--- src/rtl/fpga_lut_cfg_ctrl.sv ---
// Serial configuration loader for an array of 4-input LUTs: collects 16-bit
// truth tables MSB first and writes them one LUT at a time through a one-hot strobe.
module fpga_lut_cfg_ctrl #(
  parameter int NUM_LUTS = 8,
  parameter int IDX_W    = $clog2(NUM_LUTS)
) (
  input  logic                clk_i,
  input  logic                reset_i,
  input  logic                start_i,
  input  logic                abort_i,
  input  logic                cfg_bit_i,
  input  logic                cfg_valid_i,
  output logic                cfg_ready_o,
  output logic [15:0]         lut_data_o,
  output logic [NUM_LUTS-1:0] lut_we_o,
  output logic [IDX_W-1:0]    lut_idx_o,
  output logic                busy_o,
  output logic                done_o
);

  typedef enum logic [1:0] {
    IDLE,
    SHIFT,
    WRITE,
    DONE
  } state_t;

  localparam logic [IDX_W-1:0] LAST_IDX = IDX_W'(NUM_LUTS - 1);

  state_t           state_q, state_d;
  logic [15:0]      shift_q, shift_d;
  logic [3:0]       cnt_q, cnt_d;
  logic [IDX_W-1:0] idx_q, idx_d;

  always_ff @(posedge clk_i or posedge reset_i) begin
    if (reset_i) begin
      state_q <= IDLE;
      shift_q <= '0;
      cnt_q   <= '0;
      idx_q   <= '0;
    end else begin
      state_q <= state_d;
      shift_q <= shift_d;
      cnt_q   <= cnt_d;
      idx_q   <= idx_d;
    end
  end

  always_comb begin
    state_d = state_q;
    shift_d = shift_q;
    cnt_d   = cnt_q;
    idx_d   = idx_q;
    case (state_q)
      IDLE: begin
        if (start_i && !abort_i) begin
          state_d = SHIFT;
          shift_d = '0;
          cnt_d   = '0;
          idx_d   = '0;
        end
      end
      SHIFT: begin
        // An abort takes priority, so a beat offered alongside it is dropped
        if (abort_i) begin
          state_d = IDLE;
        end else if (cfg_valid_i) begin
          shift_d = {shift_q[14:0], cfg_bit_i};
          cnt_d   = cnt_q + 4'd1;
          if (cnt_q == 4'd15) begin
            state_d = WRITE;
          end
        end
      end
      WRITE: begin
        if (abort_i) begin
          state_d = IDLE;
        end else if (idx_q == LAST_IDX) begin
          state_d = DONE;
        end else begin
          idx_d   = idx_q + 1'b1;
          state_d = SHIFT;
        end
      end
      DONE: begin
        state_d = IDLE;
      end
      default: begin
        state_d = IDLE;
      end
    endcase
  end

  assign cfg_ready_o = (state_q == SHIFT);
  assign busy_o      = (state_q != IDLE);
  assign done_o      = (state_q == DONE);
  assign lut_data_o  = shift_q;
  assign lut_idx_o   = idx_q;

  // abort_i gates the strobe in its own cycle so an aborted word never lands in a LUT
  always_comb begin
    lut_we_o = '0;
    if (state_q == WRITE && !abort_i) begin
      lut_we_o[idx_q] = 1'b1;
    end
  end

endmodule

--- config.mk ---
export PLATFORM = sky130hd
export DESIGN_NAME = fpga_lut_cfg_ctrl
export DESIGN_NICKNAME = d
export VERILOG_FILES = /design/src/rtl/fpga_lut_cfg_ctrl.sv
export SDC_FILE = /design/constraint.sdc
export NUM_CORES = 1
export LEC_CHECK = 0
export BUFFER_PORTS_ARGS = -buffer_cell sky130_fd_sc_hd__buf_2
export CELL_PAD_IN_SITES_DETAIL_PLACEMENT = 0
export CELL_PAD_IN_SITES_GLOBAL_PLACEMENT = 1
export CORE_MARGIN = 5
export CORE_UTILIZATION = 38
export CTS_CLUSTER_SIZE = 25
export DETAILED_ROUTE_END_ITERATION = 10
export GPL_ROUTABILITY_DRIVEN = 0
export PLACE_DENSITY = 0.77
export SYNTH_ARGS = -nofsm -noshare
export SYNTH_HDL_FRONTEND = slang
export SYNTH_SLANG_ARGS = --single-unit
export TNS_END_PERCENT = 30
--- constraint.sdc ---
create_clock -name clk_i -period 1.6 [get_ports clk_i]
set_input_delay 0.16 -clock clk_i [delete_from_list [all_inputs] [get_ports clk_i]]
set_output_delay 0.16 -clock clk_i [all_outputs]
set_load 0.005 [all_outputs]
# [After elaboration in Yosys (flattened, before gate mapping)]
# Cells that the tools add are included.
[word_totals] regBits=25 input_bits=6 out_inout_bits=30 wordCells=53
[classes] n_addsub=2 magnitude_cmp=2 eq_ne=12 n_mux=22 reduce_logical=11
[op_table] operator="16-bit 2-to-1 mux" count=3
[op_table] operator="16-bit one-hot mux with 2 select lines" count=1
[op_table] operator="2-bit 2-to-1 mux" count=6
[op_table] operator="4-bit 2-to-1 mux" count=3
[op_table] operator="2-bit inequality test (second input constant)" count=5
[op_table] operator="3-bit 2-to-1 mux" count=3
[op_table] operator="8-bit 2-to-1 mux" count=1
[op_table] operator="2-bit one-hot mux with 4 select lines" count=1
[op_table] operator="4-bit one-hot mux with 2 select lines" count=1
[op_table] operator="4-bit AND reduction" count=2
[op_table] operator="3-bit one-hot mux with 2 select lines" count=1
[op_table] operator="2-bit nonzero test" count=3
[op_table] operator="4-bit by 1-bit adder with 4-bit output (second input constant)" count=1
[op_table] operator="2-bit equality test (second input constant)" count=2
[op_table] operator="4-bit equality test (second input constant)" count=1
[op_table] operator="3-bit by 4-bit < comparator with 1-bit output (second input constant)" count=1
[op_table] operator="3-bit by 1-bit adder with 3-bit output (second input constant)" count=1
[op_table] operator="1-bit demux with 3-bit select" count=1
[op_table] operator="3-bit equality test (second input constant)" count=1
[op_table] operator="3-bit by 1-bit >= comparator with 1-bit output (second input constant)" count=1
[op_table] operator="1-bit logical AND" count=3
[op_table] operator="3-bit by 2-bit inequality test with 1-bit output (second input constant)" count=1
[op_table] operator="3-bit inequality test (second input constant)" count=1
[op_table] operator="3-bit AND reduction" count=1
[op_table] operator="other kinds (4)" count=4

# [Longest topological paths before layout]
# Gate-level depths: netlist (run 1).
[depth] word_depth=5 mapped_depth=5 ltp_nobuf=5

# [Worst setup path after synthesis (run 1)]
# OpenSTA, ideal clock, no wires.
[synth_path] path_kind="reg-to-reg" startpoint="reg idx_q[0], in the netlist lut_idx_o[0]" endpoint="reg idx_q[2], in the netlist lut_idx_o[2]" setup_ns=0.122 arrival_ns=1.252 t_required_ns=1.478 slack_ns=0.227 stages_incl_launch_ff=6 n_path_buf=0 path_cell_list="dfrtp_1 > ha_1 > ha_1 > nor2b_1 > o21ai_1 > a32o_1"
[synth_via] elab_chain_cells=4
[synth_lines] item="from (decl)" line="33" text="logic [IDX_W-1:0] idx_q, idx_d;"
[synth_lines] item="from (signal assigned)" line="45" text="idx_q <= idx_d;"
[synth_lines] item="3-bit by 1-bit adder with 3-bit output" line="81" text="idx_d = idx_q + 1'b1;"
[synth_lines] item="3-bit 2-to-1 mux" line="78" text="end else if (idx_q == LAST_IDX) begin"
[synth_lines] item="3-bit 2-to-1 mux" line="76" text="if (abort_i) begin"
[synth_lines] item="3-bit one-hot mux with 2 select lines" line="54" text="case (state_q)"
# Several ways; a longest one is shown, not always the timed one. The select of a mux whose other input is x is not followed.
# A chain may end at the register's enable or synchronous reset.

# [Final worst setup path (run 1)]
[layout_path] startpoint="reg state_q[0]" endpoint="reg shift_q[13], in the netlist lut_data_o[13]"
[layout_via] elab_chain_cells=3
[layout_lines] item="from (decl)" line="30" text="state_t state_q, state_d;"
[layout_lines] item="from (signal assigned)" line="42" text="state_q <= state_d;"
[layout_lines] item="2-bit by 1-bit equality test with 1-bit output or 2-bit logical NOT (tied branches)" line="54"
[layout_lines] item="2-bit inequality test (no source line) or 2-bit nonzero test (tied branches)"
[layout_lines] item="4-bit AND reduction (no source line)"
[layout_lines] item="to (signal assigned)" line="43" text="shift_q <= shift_d;"
[layout_lines] item="to (decl)" line="31" text="logic [15:0] shift_q, shift_d;"
# Several ways; a longest one is shown, not always the timed one.

==> results by group, run 1 <==
Synthesis
  – Synth Area per Inst: 11.3 um^2
  – Mapped Cells: 103
  – Register area share after synthesis: 53.9%
  – Main flop type after synthesis: dfrtp_1
  – Post-synthesis async set-or-reset flop share: 100%
  – Count leader, synth: dfrtp_1
  – Synthesis-stage register bit count: 25
  – Synth area leader: dfrtp_1
  – Synth warnings: 0
  – Mapped cell area: 1160 um^2
  – Number of flops mapped to enable cells by yosys: 0
  – Top cells by count, synth: dfrtp_1 (25), a22o_1 (17), nor2_1 (11)
  – Syn_nets: 112
  – Count of cell types in the netlist: 33
  – Synth top area cells: dfrtp_1 (54%), a22o_1 (13%), nor2_1 (3.6%)
  – Yosys top cell area share: 53.9%

Run
  – MaxCap Viol Count: 0

Detailed routing
  – Drt initial violations: 31
  – Antenna violation net count after detailed routing: 0
  – DRC viols: 0
  – Drt wl/cell: 14.1 um
  – Vias: 957
  – DRT Pass-1 Iters: 4
  – Drt via density: 5.41
  – Routed wire length: 2.49 mm

Clock tree
  – CTS sink cnt: 25
  – CTS Root Cell: clkbuf_4
  – Clock buffer count from CTS: 3
  – CTS tree: yes
  – Worst-Skew Late Latency: 0.31 ns
  – CTS max path bufs: 2
  – CTS H-tree lvls: 1
  – Worst-path clk slew: 0.13 ns

Timing
  – RSZ-0062 raised after global routing: yes
  – Worst Clk Skew: 0.00433 ns
  – Fin. Hold Viols: 0
  – Hold_ws: 0.0706 ns
  – Setup TNS: 0 ns
  – Worst Tran Pin Value: 0.312 ns
  – Tcrit/Tclk final: 95.6%
  – Final Max Tran Viols: 0
  – Final setup vio count: 0
  – Tmin final: 1.53 ns
  – Max_slew headroom: 79.2%
  – F_max: 654 MHz

Setup path
  – Slowest CP cell: dfrtp_1
  – Worst Setup End Kind: register
  – CP Cell Sequence: buf_4 > mux2i_1 > or3_1 > buf_6 > a22o_1
  – Max stage delay on crit path: 0.41 ns
  – Worst path required time: 1.81 ns
  – Setup crit start kind: register
  – Critical-path maximum fanout: 17
  – CP top delay family: flip-flops
  – WP data arrival: 1.74 ns
  – Buffers and inverters on the worst path: 2
  – Register-to-register setup slack: 0.07 ns
  – Crit path kind: reg2reg

Finish
  – Syn-to-layout area delta: 24.9%
  – Layout Utilization: 48.3%
  – Nets: 154
  – Design area: 1450 um^2
  – Antenna cell count: 0
  – Post-route insts no fill: 177
  – Layout cell share with drive strength beyond 1: 34.7%

Floorplanning
  – Initial core utilization: 38.7%
  – Die area: 4260 um^2
  – Die span in x: 65.3 um
  – Row count: 20
  – Core area: 3000 um^2
  – Top-Level Pins: 36
  – Die Height: 65.3 um

Global route
  – Largest net degree at the start of global routing: 26
  – Vias in the first global route: 943
  – Initial antenna violation count: 0
  – Grt total ovfl: 0
  – GRT Overall Usage: 12.1%
  – First-pass GRT wire length: 4.17 mm

Run status
  – Status: finished clean

Power
  – Leakage: 0.798 nW
  – Peak supply drop: 0.493 mV
  – Pwr per Cell Area: 721 nW/um^2

Placed design
  – Port bufs: 35
  – Placed Area: 1370 um^2
  – DP HPWL: 1.83 mm
  – DP Cell Count: 169

Worst hold path
  – Worst hold path class: in2reg
==> metal layers <==
layer	vias to the layer above	track usage (%)	routed length, um
met5	-	0	0
met4	0	2.33	21
met3	2	3.42	238
li1	460	-	-
met2	38	20.5	1090
met1	457	15.6	1130
==> final cells by class <==
cell class | count | area [um^2]
inverter | 3 | 11.3
fill | 291 | 1550
sequential | 25 | 626
timing repair buffer | 44 | 253
multi-input combinational | 68 | 493
tap | 33 | 41.3
clock buffer | 4 | 26.3
==> cell usage in the layout, fill, tap and decap left out, types with 2 or more instances in the layout <==
cell type   n
buf_6       2
mux2i_1     2
nor2_1     10
dfrtp_1    25
nor3b_1     2
buf_2      35
clkbuf_4    3
nand3_1     2
inv_1       3
ha_1        3
a22o_1     17
buf_4       6
nand2_1     4
nor2b_1     3
o21ai_1     3
==> sequential cells by signal, indices dropped and copies added, names as in the netlist <==
signal / cells
state_q: 2
lut_idx_o: 3
lut_data_o: 16
cnt_q: 4
==> worst reg2reg max path, delay by kind of cell (launching register included) <==
kind | cells | cell delay [ns]
compound gates | 1 | 0.19
buf+inv | 2 | 0.32
mux | 1 | 0.13
flops | 1 | 0.41
simple gates | 1 | 0.38
==> power breakdown <==
part | internal, mW | leakage (nW) | switching [mW] | total (mW)
sequential | 0.644 | 0.346 | 0.0104 | 0.655
clock | 0.0974 | 0.0150 | 0.175 | 0.273
combinational | 0.0548 | 0.437 | 0.0625 | 0.117
total | 0.797 | 0.798 | 0.248 | 1.04
==> stage by stage <==
| stage | setup WS [ns] | power, mW |
|---|---|---|
| 2_1_floorplan | 0.227 | 0.738 |
| 3_3_place_gp | 0.192 | 0.766 |
| 3_5_place_dp | 0.116 | 0.769 |
| 4_1_cts | 0.0206 | 1.06 |
| 5_1_grt | -0.0249 | 1.10 |
| 6_report | 0.0707 | 1.04 |
==> worst paths after layout <==
check,from,to,cells past startpoint
min,cfg_bit_i,lut_data_o[0]$_DFFE_PP0P_,2
max,state_q[0]$_DFFE_PP0P_,lut_data_o[13]$_DFFE_PP0P_,5
max reg2reg,state_q[0]$_DFFE_PP0P_,lut_data_o[13]$_DFFE_PP0P_,5
min in group asynchronous,reset_i,lut_data_o[9]$_DFFE_PP0P_,4
min reg2reg,lut_data_o[15]$_DFFE_PP0P_,lut_data_o[15]$_DFFE_PP0P_,1
max in group asynchronous,reset_i,lut_data_o[14]$_DFFE_PP0P_,4
==> repair_timing <==
item	4_1_cts	5_1_grt
hold endpoints to repair	25	0
gates resized for setup	3	3
buffers inserted	3	0
hold buffers	1	0
endpoints found under the setup margin	8	22
pin swaps	3	3
==> logic make-up (layout without fill, tap and decap cells) <==
kind of cell	Yosys count	after routing	share of synthesized area, %
flops	25	25	53.9
simple gates	35	35	16.3
compound gates	27	27	19.0
buf+inv	10	51	4.96
fa+ha+maj	3	3	3.23
mux	3	3	2.69
No activity file was read; power rests on OpenSTA's default activity.
==> run 2: changes to the inputs <==
--- a/config.mk
+++ b/config.mk
@@ -13,7 +13,10 @@
 export CTS_CLUSTER_SIZE = 25
 export DETAILED_ROUTE_END_ITERATION = 10
 export GPL_ROUTABILITY_DRIVEN = 0
+export GPL_TIMING_DRIVEN = 0
+export MAX_ROUTING_LAYER = met4
 export PLACE_DENSITY = 0.77
+export RECOVER_POWER = 50
 export SYNTH_ARGS = -nofsm -noshare
 export SYNTH_HDL_FRONTEND = slang
 export SYNTH_SLANG_ARGS = --single-unit
==> results by group, run 2 (synthesis results as in run 1) <==
Power
  – Pwr Total: 1.05 mW (about the same)
  – Sw Pwr: 0.249 mW (+0.15%)
  – Clk pwr share: 25.6% (-0.5 points)
  – Sequential Power Share: 62.6% (about the same)
  – P_int: 0.797 mW (about the same)
  – Peak supply drop: 0.379 mV (-23%)
  – Leakage: 0.803 nW (+0.61%)
  – Comb pwr share: 11.7% (+0.5 points)
  – Sw Ratio: 23.8% (about the same)
  – Pwr per Cell Area: 711 nW/um^2 (-1.4%)

Placed design
  – Port bufs: 34 (-2.9%)
  – DP Cell Count: 170 (+0.59%)
  – Pre-CTS WS: 0.122 ns (+0.00549 ns)
  – Placed Area: 1370 um^2 (+0.27%)
  – DP HPWL: 1.79 mm (-2.2%)

Global route
  – Routing usage on met1: 15.6% (+0.058 points)
  – M2 GR Usage: 21.1% (+0.63 points)
  – First-pass GRT wire length: 4.18 mm (+0.17%)
  – Vias in the first global route: 962 (+2.0%)
  – Largest net degree at the start of global routing: 26 (unchanged)
  – Grt total ovfl: 0 (unchanged)
  – Busiest layer in global routing: met2
  – Met3 Use GR: 2.22% (-1.2 points)
  – Initial antenna violation count: 0 (unchanged)
  – GRT Overall Usage: 12.4% (+0.27 points)

Floorplanning
  – Core area: 3000 um^2 (unchanged)
  – Top-Level Pins: 36 (unchanged)
  – Row count: 20 (unchanged)
  – Die area: 4260 um^2 (unchanged)
  – Initial core utilization: 38.7% (unchanged)
  – Die Height: 65.3 um (unchanged)
  – Die span in x: 65.3 um (unchanged)

Setup path
  – Critical-path maximum fanout: 10 (-7)
  – CP dominant cell by count: buf_6
  – WP data arrival: 1.79 ns (+0.05 ns)
  – Setup crit start kind: register
  – CP Cell Sequence: buf_4 > mux2i_1 > or3_1 > buf_6 > buf_6 > a22o_1
  – Max stage delay on crit path: 0.41 ns (about the same)
  – Crit path kind: reg2reg
  – Worst Setup End Kind: register
  – Slowest CP cell: dfrtp_1
  – Worst path required time: 1.81 ns (about the same)

Finish
  – Most frequent cells in the layout: buf_2 (34), dfrtp_1 (25), a22o_1 (17), nor2_1 (10)
  – Most common cell after layout, fill and taps aside: buf_2
  – Nets: 155 (+0.65%)
  – Design area: 1470 um^2 (+1.5%)
  – Post-route insts no fill: 178 (+0.56%)
  – Syn-to-layout area delta: 26.7%
  – Max reg flops: 16 (unchanged)
  – Fill cells: 287 (-1.4%)
  – Antenna cell count: 0 (unchanged)
  – Layout cell share with drive strength beyond 1: 35.2% (+0.45 points)

Detailed routing
  – Drt initial violations: 29 (-6.5%)
  – DRT Pass-1 Iters: 4 (unchanged)
  – Vias: 937 (-2.1%)
  – Drt wl/cell: 14.2 um (+0.76%)
  – Antenna violation net count after detailed routing: 0 (unchanged)
  – Drt via density: 5.26 (-2.6%)
  – Routed wire length: 2.52 mm (+1.3%)
  – DRC viols: 0 (unchanged)

Clock tree
  – CTS sink cnt: 25 (unchanged)
  – Worst-Skew Late Latency: 0.31 ns (about the same)
  – CTS max path bufs: 2 (unchanged)
  – CTS H-tree lvls: 1 (unchanged)
  – CTS tree: yes
  – Post-CTS Hold Buffers: 0 (-1)
  – CTS Root Cell: clkbuf_4
  – Worst-path clk slew: 0.13 ns (about the same)
  – Clock buffer count from CTS: 3 (unchanged)

Timing
  – Fin. Hold Viols: 0 (unchanged)
  – Max_slew headroom: 40.3% (-39 points)
  – Final worst-path setup slack: 0.0181 ns (-0.0526 ns)
  – Final setup vio count: 0 (unchanged)
  – Hold_ws: 0.0206 ns (-0.0500 ns)
  – F_max: 632 MHz (-3.3%)
  – Tmin final: 1.58 ns (+0.0526 ns)
  – RSZ-0062 raised after global routing: yes
  – Tcrit/Tclk final: 98.9% (+3.3 points)
  – Final Max Tran Viols: 0 (unchanged)
  – Worst Tran Pin Value: 0.895 ns (+0.583 ns)
  – Worst Clk Skew: 0.00162 ns (-0.00271 ns)

Run
  – MaxCap Viol Count: 0 (unchanged)

Run status
  – Status: finished clean

Worst hold path
  – Worst hold path class: in2async
-- run 2: cell type report --
cell class	instances	area, um^2	area share (%)
buffer	7	56.3	3.83
clock buffer	3	22.5	1.53
clock inverter	1	5.00	0.340
inverter	3	11.3	0.765
multi-input combinational	68	500	34.0
sequential	25	626	42.5
tap	33	41.3	2.81
timing repair buffer	38	209	14.2
-- run 2: power groups by stage --
stage / combinational, mW / sequential (mW) / clock [mW]
after floorplan: 0.0723 / 0.666 / 0
after global placement: 0.102 / 0.666 / 0
after detailed placement: 0.104 / 0.667 / 0
after CTS: 0.126 / 0.655 / 0.281
after global routing: 0.138 / 0.657 / 0.309
final: 0.123 / 0.655 / 0.268
-- run 2: what timing repair did --
item,in CTS,in global routing
buffers inserted,3,1
gates cloned,0,0
endpoints found under the setup margin,8,12
gates resized for setup,7,2
pin swaps,2,3
-- run 2: metrics by stage --
step | setup TNS (ns) | utilization (%)
after floorplan | 0 | -
after global placement | 0 | 45.7
after detailed placement | 0 | 45.7
after CTS | 0 | 48.5
after global routing | -0.238 | 49.0
final | 0 | 49.0
-- run 2: final timing paths --
kind | start | endpoint | slack (ns) | depth (start not counted)
max in group asynchronous | reset_i | cnt_q[3]$_DFFE_PP0P_ | 1.04 | 2
hold / removal | reset_i | lut_data_o[9]$_DFFE_PP0P_ | 0.02 | 2
min in group clk_i | cfg_bit_i | lut_data_o[0]$_DFFE_PP0P_ | 0.08 | 2
hold reg to reg | lut_data_o[15]$_DFFE_PP0P_ | lut_data_o[15]$_DFFE_PP0P_ | 0.52 | 1
setup reg to reg | state_q[0]$_DFFE_PP0P_ | lut_data_o[7]$_DFFE_PP0P_ | 0.02 | 6
setup / recovery | state_q[0]$_DFFE_PP0P_ | lut_data_o[7]$_DFFE_PP0P_ | 0.02 | 6
-- run 2: critical path: cells and delay by family, from the launching register on --
kind            cells  cell delay (ns)
mux                 1             0.13
compound gates      1             0.17
simple gates        1             0.34
flops               1             0.41
buf+inv             3             0.43
-- run 2: metal layers --
metal | share of wire, % | vias to the layer above
met5 | 0 | -
met4 | 0.67 | 0
met3 | 6.5 | 2
met2 | 42 | 33
met1 | 50 | 437
li1 | - | 465
